`config.mk`:
```
export PLATFORM = sky130hd
export DESIGN_NAME = multicycle_mainfsm
export DESIGN_NICKNAME = d
export VERILOG_FILES = /design/src/rtl/multicycle_mainfsm.sv
export SDC_FILE = /design/constraint.sdc
export NUM_CORES = 1
export LEC_CHECK = 0
export CORE_MARGIN = 1
export CORE_UTILIZATION = 35
export DETAILED_ROUTE_END_ITERATION = 8
export PLACE_DENSITY = 0.74
export SLEW_MARGIN = 25
export SYNTH_ARGS = -nofsm -noshare
export SYNTH_HDL_FRONTEND = slang
export SYNTH_SLANG_ARGS = --single-unit
```
`constraint.sdc`:
```
create_clock -name clk -period 1.3 [get_ports clk]
set_input_delay 0.195 -clock clk [delete_from_list [all_inputs] [get_ports clk]]
set_output_delay 0.195 -clock clk [all_outputs]
set_load 0.02 [all_outputs]
```
`src/rtl/multicycle_mainfsm.sv`:
```
// Main control FSM of the multicycle RV32I core: sequences Fetch/Decode/Execute/
// Memory/Writeback from the IR opcode and decodes Moore datapath controls.
module multicycle_mainfsm #(
  parameter int unsigned STATE_W = 4
) (
  input  logic               clk,
  input  logic               reset_n,
  input  logic [6:0]         op,
  input  logic               mem_ready,
  output logic               PCUpdate,
  output logic               Branch,
  output logic               RegWrite,
  output logic               MemWrite,
  output logic               IRWrite,
  output logic               AdrSrc,
  output logic [1:0]         ResultSrc,
  output logic [1:0]         ALUSrcA,
  output logic [1:0]         ALUSrcB,
  output logic [1:0]         ALUOp,
  output logic               illegal_op,
  output logic [STATE_W-1:0] state_o
);

  typedef enum logic [STATE_W-1:0] {
    FETCH    = STATE_W'(0),
    DECODE   = STATE_W'(1),
    MEMADR   = STATE_W'(2),
    MEMREAD  = STATE_W'(3),
    MEMWB    = STATE_W'(4),
    MEMWRITE = STATE_W'(5),
    EXECUTER = STATE_W'(6),
    EXECUTEI = STATE_W'(7),
    ALUWB    = STATE_W'(8),
    BEQ      = STATE_W'(9),
    JAL      = STATE_W'(10)
  } state_t;

  localparam logic [6:0] OP_LW   = 7'b0000011;
  localparam logic [6:0] OP_SW   = 7'b0100011;
  localparam logic [6:0] OP_R    = 7'b0110011;
  localparam logic [6:0] OP_I    = 7'b0010011;
  localparam logic [6:0] OP_BEQ  = 7'b1100011;
  localparam logic [6:0] OP_JAL  = 7'b1101111;

  state_t state;
  state_t state_next;

  always_ff @(posedge clk) begin
    if (!reset_n) state <= FETCH;
    else          state <= state_next;
  end

  always_comb begin
    state_next = FETCH;
    PCUpdate   = 1'b0;
    Branch     = 1'b0;
    RegWrite   = 1'b0;
    MemWrite   = 1'b0;
    IRWrite    = 1'b0;
    AdrSrc     = 1'b0;
    ResultSrc  = 2'b00;
    ALUSrcA    = 2'b00;
    ALUSrcB    = 2'b00;
    ALUOp      = 2'b00;
    illegal_op = 1'b0;
    case (state)
      FETCH: begin
        ALUSrcB    = 2'b10;
        ResultSrc  = 2'b10;
        IRWrite    = mem_ready;
        PCUpdate   = mem_ready;
        state_next = mem_ready ? DECODE : FETCH;
      end
      DECODE: begin
        ALUSrcA = 2'b01;
        ALUSrcB = 2'b01;
        case (op)
          OP_LW, OP_SW: state_next = MEMADR;
          OP_R:         state_next = EXECUTER;
          OP_I:         state_next = EXECUTEI;
          OP_BEQ:       state_next = BEQ;
          OP_JAL:       state_next = JAL;
          default: begin
            state_next = FETCH;
            illegal_op = 1'b1;
          end
        endcase
      end
      MEMADR: begin
        ALUSrcA    = 2'b10;
        ALUSrcB    = 2'b01;
        state_next = (op == OP_LW) ? MEMREAD : MEMWRITE;
      end
      MEMREAD: begin
        AdrSrc     = 1'b1;
        state_next = mem_ready ? MEMWB : MEMREAD;
      end
      MEMWB: begin
        ResultSrc  = 2'b01;
        RegWrite   = 1'b1;
        state_next = FETCH;
      end
      MEMWRITE: begin
        AdrSrc     = 1'b1;
        MemWrite   = mem_ready;
        state_next = mem_ready ? FETCH : MEMWRITE;
      end
      EXECUTER: begin
        ALUSrcA    = 2'b10;
        ALUOp      = 2'b10;
        state_next = ALUWB;
      end
      EXECUTEI: begin
        ALUSrcA    = 2'b10;
        ALUSrcB    = 2'b01;
        ALUOp      = 2'b10;
        state_next = ALUWB;
      end
      ALUWB: begin
        RegWrite   = 1'b1;
        state_next = FETCH;
      end
      BEQ: begin
        ALUSrcA    = 2'b10;
        ALUOp      = 2'b01;
        Branch     = 1'b1;
        state_next = FETCH;
      end
      JAL: begin
        ALUSrcA    = 2'b01;
        ALUSrcB    = 2'b10;
        PCUpdate   = 1'b1;
        state_next = ALUWB;
      end
      default: state_next = FETCH;
    endcase

    // During reset the controls look like an idle FETCH with every strobe suppressed.
    if (!reset_n) begin
      PCUpdate   = 1'b0;
      Branch     = 1'b0;
      RegWrite   = 1'b0;
      MemWrite   = 1'b0;
      IRWrite    = 1'b0;
      illegal_op = 1'b0;
      AdrSrc     = 1'b0;
      ResultSrc  = 2'b10;
      ALUSrcA    = 2'b00;
      ALUSrcB    = 2'b10;
      ALUOp      = 2'b00;
    end
  end

  assign state_o = state;

endmodule
```
==> out/metrics.yaml, run 1 <==
status: "stopped before the end"
haltStage: "5_1_grt"
stop_error: "[ERROR DPL-0038] Utilization greater than 100%, impossible to legalize"
yosysTopAreaCellShare: 0.134
rows: 14
cts-htree-levels: 1
start_util: 0.386
avgSynthCellArea_um2: 6.93
gp_congestion: 0.860
cts_sinks: 4
cts_made_buffers: 3
die_h_um: 43.3
endpoint_type: "output port"
yosys.area.top_type: "dfxtp_1"
netlist_top_cells_area: "dfxtp_1 (13%), nor2_1 (6.9%), a21oi_1 (5.9%)"
postSynthNetCount: 96
syn_inst: 86
synth_edf_count: 0
syn_area_um2: 596
grt_worst_setup_endpoint: "illegal_op"
yosysWarnings: 0
ys_async_sr_fraction: 0
clk_path_buf_depth: 2
die_x_um: 43.3
cts-root-buf: "clkbuf_4"
io_pins: 29
seq_area_frac_synth: 0.134
ys_types: 38
grt_max_degree: 11
ys_seq_elements: 4
numPortBuffers: 28
synth_top_flop_cell: "dfxtp_1"
place.detailed.hpwl_mm: 1.75
-- cell families after synthesis --
family                    Yosys count  share of synthesized area
muxes                               2                     0.0336
and+or+nand+nor                    51                      0.523
AOI/OAI and AO/OA                  19                      0.208
xor gates and xnor gates            2                     0.0294
DFF                                 4                      0.134
buffers and inverters               8                     0.0714
-- cells in the mapped netlist (all sizes together), types with 3 or more instances --
library cell,n
nand2,9
nand3b,3
nand3,3
dfxtp,4
nor3,5
a21oi,8
clkbuf,4
o21ai,4
nor2,11
nand2b,4
nor4b,3
-- what timing repair did --
action / CTS
gates resized for setup: 134
endpoints found under the setup margin: 23
pin swaps: 23
hold buffers: 0
gates cloned: 1
buffers inserted: 12
-- through the flow --
step	util	setup TNS, ns	instance area (µm²)	setup slack, ns	std cells
floorplan	-	-0.579	731	-0.215	86
global placement	0.784	-9.84	1210	-0.673	156
detailed placement	0.784	-10.45	1210	-0.714	156
CTS	0.947	-4.26	1460	-0.384	171
==> run 2: changes to the inputs <==
--- a/config.mk
+++ b/config.mk
@@ -5,10 +5,10 @@
 export SDC_FILE = /design/constraint.sdc
 export NUM_CORES = 1
 export LEC_CHECK = 0
-export CORE_MARGIN = 1
-export CORE_UTILIZATION = 35
+export CORE_AREA = 2 2 63 65
 export DETAILED_ROUTE_END_ITERATION = 8
-export PLACE_DENSITY = 0.74
+export DIE_AREA = 0 0 65 67
+export PLACE_DENSITY_LB_ADDON = 0.15
 export SLEW_MARGIN = 25
 export SYNTH_ARGS = -nofsm -noshare
 export SYNTH_HDL_FRONTEND = slang
==> constraint.sdc (replaced) <==
create_clock -name clk -period 1.7 [get_ports clk]
set_input_delay 0.255 -clock clk [delete_from_list [all_inputs] [get_ports clk]]
set_output_delay 0.255 -clock clk [all_outputs]
set_load 0.02 [all_outputs]
==> run 2 against run 1 <==
  * The run now ends clean
  * Synthesized cell count unchanged
  * Area after synthesis unchanged
==> out/metrics.yaml, run 2 <==
largest_reg_flops: 4
crit_path_frequent_cell: "nor3_2"
clkPwrFrac: 0.430
ys_top_cells_by_count: "nor2_1 (11), nand2_1 (9), a21oi_1 (7)"
finalWorstPathRequiredPeriod_ns: 1.64
p_sw_w: 0.000123
max-cap-violations: 0
start_util: 0.165  # -0.221
routedWlPerCell_um: 10.6
diodes: 0
rows: 22  # +8
insertion_delay_ns: 0.22
drtPass1Iterations: 4
postSynthNetCount: 96  # unchanged
drive_above_1_share: 0.523
ys_types: 38  # unchanged
critical_path_arrival_ns: 1.38
ctsHoldBuffers: 0  # unchanged
hold_path_class: "reg -> reg"
routed_wl_mm: 2.09
track_usage: 0.105
endpoint_kind: "output port"
intPower_w: 0.000341
finalSetupViolCount: 0
yosysWarnings: 0  # unchanged
io_pins: 29  # unchanged
core_um2: 3610
cts_tree: "done"
fin_crit_sh: 0.964
total_power_w: 0.000464
place.detailed.hpwl_mm: 1.75  # +0.22%
final_antenna_net_count: 0
finalHoldViolCount: 0
seq_area_frac_synth: 0.134  # unchanged
cp.required_ns: 1.44
grt_pass1_vias: 823
ir_drop_uv: 143
grt_max_degree: 14
gp_congestion: 0.753  # -12%
die_h_um: 67  # +55%
vias: 832
status: "finished, final reports clean"
cp_max_fo: 3
dpl-instance-area_um2: 1200  # -0.31%
switching_share: 0.265
rsz0062_at_grt: "yes"
worst_pin_slew_ns: 0.318
stdcell_count: 197
syn_to_final_growth_pct: 106
cp_top_family: "simple AND/OR/NAND/NOR gates"
synth_edf_count: 0  # unchanged
cts-root-buf: "clkbuf_8"
synth_most_common_cell: "nor2_1"
grt-ovfl-total: 0
fin_nets: 161
numPortBuffers: 28  # unchanged
ys_async_sr_fraction: 0  # unchanged
final_util: 0.340
crit_type: "reg -> out"
clk_pin_slew_worst_paths_ns: 0.03
synth_top_flop_cell: "dfxtp_1"
final_common_cell: "buf_4"
seqPwrFrac: 0.212
slowest_delay_ns: 0.33
crit_buf_inv: 1
worstPathCellList: "or2b_1 > nor3_2 > nand2_1 > nor3_2 > buf_4"
yosys.area.top_type: "dfxtp_1"
syn_inst: 86  # unchanged
fmax_mhz: 610
p_per_area_nw_per_um2: 378
yosysTopAreaCellShare: 0.134  # unchanged
cts_made_buffers: 3  # unchanged
drv_slew: 0
slowest_stage: "dfxtp_2"
die_x_um: 65  # +50%
timing.hold.ws_ns: 0.635
dp_cells: 192  # +23%
start_kind: "register"
drc: 0
die-area_um2: 4360
ys_seq_elements: 4  # unchanged
finish.instance_area_um2: 1230
maxSlewHeadroom: 0.787
drt_iter0_markers: 5
cts-htree-levels: 1  # unchanged
p_comb_frac: 0.358
clock_skew_ns: 0.00410
cts_sinks: 4  # unchanged
grt_first_pass_wirelength_mm: 3.59
avgSynthCellArea_um2: 6.93  # unchanged
antenna_found_initial: 0
syn_area_um2: 596  # unchanged
p_leak_nw: 0.545
clk_path_buf_depth: 2  # unchanged
layout_common_cells: "buf_4 (37), buf_2 (13), clkdlybuf4s50_1 (11)"
vias_per_cell: 4.22
netlist_top_cells_area: "dfxtp_1 (13%), nor2_1 (6.9%), a21oi_1 (5.9%)"
## run 2: cell counts after synthesis
No cell type changed its count.
## run 2: worst paths after layout
path	from	endpoint	slack (ns)	cells after the start
setup / recovery	state_o[0]$_SDFF_PN0_	illegal_op	0.06	5
hold reg to reg	state_o[1]$_SDFF_PN0_	state_o[3]$_SDFF_PN0_	0.63	3
hold / removal	state_o[1]$_SDFF_PN0_	state_o[3]$_SDFF_PN0_	0.63	3
setup reg to reg	state_o[0]$_SDFF_PN0_	state_o[1]$_SDFF_PN0_	0.21	6
## run 2: worst reg2reg max path, delay by kind of cell (launching register included)
family	cells	cell delay (ns)
flops	1	0.32
compound gates	2	0.21
simple gates	2	0.63
buf+inv	2	0.27
## run 2: through the flow
step	setup TNS (ns)	setup slack (ns)
5_1_grt	-0.0206	-0.0131
2_1_floorplan	-0.117	-0.104
6_report	0	0.0607
3_5_place_dp	-4.40	-0.396
4_1_cts	-0.0654	-0.0654
3_3_place_gp	-4.10	-0.336
## run 2: kinds of logic (layout without fill, tap and decap cells)
group	count (synthesis)	count (layout)	synth area share
and+or+nand+nor	51	51	0.523
DFF	4	4	0.134
xor gates and xnor gates	2	2	0.0294
AOI/OAI and AO/OA	19	19	0.208
muxes	2	2	0.0336
buffers and inverters	8	71	0.0714
## run 2: layout make-up
class	instances	area, µm²
Timing Repair Buffer	66	504
Clock buffer	3	41.3
Fill cell	400	2380
Tap cell	48	60.1
Multi-Input combinational cell	74	532
Sequential cell	4	82.6
Inverter	2	7.51
## run 2: timing repair
action / in CTS / in global routing
endpoints found under the setup margin: 17 / 9
gates resized for setup: 72 / 10
pin swaps: 1 / 5
buffers inserted: 1 / 1
## run 2: power groups by stage
stage / Clock, W / Sequential [W] / Combinational (W)
floorplan: 0 / 0.000101 / 0.0000673
finish: 0.000200 / 0.0000982 / 0.000166
global placement: 0 / 0.0000990 / 0.000166
detailed placement: 0 / 0.0000989 / 0.000166
global route: 0.000210 / 0.0000985 / 0.000182
CTS: 0.000205 / 0.0000977 / 0.000163
## run 2: layer usage
metal,part of all wire,GRT usage
met2,0.46,0.177
met3,0.054,0.0169
met1,0.48,0.136
met4,0.0081,0.0319
met5,0,0
Note: power is estimated with default switching activity, not from simulation.
==> run 3: changes to the inputs <==
--- a/config.mk
+++ b/config.mk
@@ -5,9 +5,9 @@
 export SDC_FILE = /design/constraint.sdc
 export NUM_CORES = 1
 export LEC_CHECK = 0
-export CORE_AREA = 2 2 63 65
+export CORE_AREA = 5 5 66 68
 export DETAILED_ROUTE_END_ITERATION = 8
-export DIE_AREA = 0 0 65 67
+export DIE_AREA = 0 0 71 73
 export PLACE_DENSITY_LB_ADDON = 0.15
 export SLEW_MARGIN = 25
 export SYNTH_ARGS = -nofsm -noshare
==> run 3 against run 2 <==
  * Non-clock buffer count shrank 6
  * Sequential cell count is the same
  * Critical path depth shrank 3
  * Via count shrank 1.2%
  * Setup slack lost 0.025 ns
  * Critical endpoint is now state_o[2]
==> out/metrics.yaml, run 3 (synthesis gave the netlist of run 2 again) <==
status: "finished, final reports clean"
layout_common_cells: "buf_4 (35), clkdlybuf4s50_1 (13), nor2_1 (11)"
max-cap-violations: 0  # unchanged
grt_pass1_vias: 917  # +11%
crit_buf_inv: 2  # +1
place.detailed.hpwl_mm: 1.86  # +6.1%
crit_type: "reg -> out"
maxSlewHeadroom: 0.787  # +0.000820
diodes: 0  # unchanged
top_layer: "met3"
layout_setup_ws_ns: 0.0359  # -0.0248 ns
syn_to_final_growth_pct: 104
cp_top_family: "buffers and inverters"
core_um2: 3800  # +5.3%
place_ws_ns: -0.377  # +0.0187 ns
routedWlPerCell_um: 11.8  # +11%
p_per_area_nw_per_um2: 377  # -0.30%
worst_pin_slew_ns: 0.317  # -0.00122 ns
die-area_um2: 5180  # +19%
rows: 23  # +4.5%
fmax_mhz: 601  # -1.5%
insertion_delay_ns: 0.21  # about the same
fin_nets: 155  # -3.7%
fin_crit_sh: 0.979  # +0.0146
gp_congestion: 0.751  # -0.32%
drt_iter0_markers: 37  # +32
endpoint_kind: "output port"
routed_wl_mm: 2.27  # +8.4%
die_x_um: 71  # +9.2%
wl_met3_um: 80  # -29%
final_common_cell: "buf_4"
cp_max_fo: 7  # +4
ir_drop_uv: 119  # -17%
clock_skew_ns: 0.000315  # -0.00378 ns
hold_path_class: "reg -> reg"
io_pins: 29  # unchanged
final_antenna_net_count: 0  # unchanged
p_leak_nw: 0.509  # -6.7%
finalSetupViolCount: 0  # unchanged
vias: 822  # -1.2%
slowest_stage: "clkdlybuf4s50_1"
worstPathCellList: "buf_4 > clkdlybuf4s50_1"
cts_made_buffers: 3  # unchanged
track_usage: 0.0916  # -0.0130
drive_above_1_share: 0.510  # -0.0130
dr_wl_met2_mm: 1.17  # +22%
finalHoldViolCount: 0  # unchanged
drtPass1Iterations: 3  # -1
cts_sinks: 4  # unchanged
slowest_delay_ns: 0.61  # +0.28 ns
start_kind: "register"
largest_reg_flops: 4  # unchanged
critical_path_arrival_ns: 1.41  # +0.03 ns
total_power_w: 0.000458  # -1.2%
grt-ovfl-total: 0  # unchanged
ctsHoldBuffers: 0  # unchanged
cts-root-buf: "clkbuf_8"
drv_slew: 0  # unchanged
vias_per_cell: 4.26  # +0.85%
antenna_found_initial: 0  # unchanged
grt_first_pass_wirelength_mm: 3.95  # +10%
numPortBuffers: 28  # unchanged
start_util: 0.157  # -0.00838
cts-htree-levels: 1  # unchanged
drt-met1-wl_mm: 1.02  # +1.2%
cp.required_ns: 1.44  # about the same
clk_pin_slew_worst_paths_ns: 0.03  # about the same
drc: 0  # unchanged
finalWorstPathRequiredPeriod_ns: 1.66  # +0.0248 ns
die_h_um: 73  # +9.0%
clk_path_buf_depth: 2  # unchanged
cts_tree: "done"
grt_max_degree: 14  # unchanged
-- run 3: cell type report --
type,count,area [µm²]
well taps,50,62.6
fillers,432,2580
multi-input cells,74,553
clock buffers,3,41.3
inverters,2,7.51
flip-flops and latches,4,86.3
repair buffers,60,465
-- run 3: path summary, 6_finish.rpt --
| path | startpoint | to | slack (ns) | depth (start not counted) |
|---|---|---|---|---|
| max | state_o[2]$_SDFF_PN0_ | state_o[2] | 0.04 | 2 |
| min | state_o[1]$_SDFF_PN0_ | state_o[3]$_SDFF_PN0_ | 0.63 | 3 |
| max reg2reg | state_o[0]$_SDFF_PN0_ | state_o[1]$_SDFF_PN0_ | 0.16 | 6 |
| min reg2reg | state_o[1]$_SDFF_PN0_ | state_o[3]$_SDFF_PN0_ | 0.63 | 3 |
-- run 3: routing by layer --
metal | track usage | vias to the layer above
met3 | 0.0110 | 0
met1 | 0.108 | 379
met4 | 0.0251 | 0
met5 | 0 | -
met2 | 0.174 | 16
li1 | - | 427
-- run 3: repair_timing --
action	CTS	global route
buffers inserted	1	0
pin swaps	1	2
gates resized for setup	63	22
gates cloned	0	0
setup endpoints to repair	17	14
endpoints found under the hold margin	0	0
-- run 3: worst min-delay path, delay by kind of cell, from the launching register on --
family | cells | cell delay [ns]
compound gates | 1 | 0.06
buf+inv | 1 | 0.14
flops | 1 | 0.31
simple gates | 1 | 0.07
-- run 3: power breakdown --
part | total (W) | leakage (nW) | internal, W | switching, W
logic | 0.000168 | 0.453 | 0.0000923 | 0.0000761
registers | 0.0000959 | 0.0343 | 0.0000948 | 0.00000109
clock network | 0.000194 | 0.0216 | 0.000150 | 0.0000434
total | 0.000458 | 0.509 | 0.000338 | 0.000121
-- run 3: metrics by stage --
| step | instance area [µm²] | TNS [ns] | instances | utilization | hold WS (ns) |
|---|---|---|---|---|---|
| finish | 1220 | 0 | 193 | 0.320 | 0.630 |
| global route | 1220 | -0.0122 | 193 | 0.320 | 0.669 |
| CTS | 1220 | -0.0782 | 193 | 0.321 | 0.625 |
| detailed placement | 1170 | -4.47 | 189 | 0.308 | 0.656 |
| global placement | 1170 | -4.40 | 189 | 0.308 | 0.648 |
| floorplan | 629 | -0.117 | 86 | - | 0.428 |
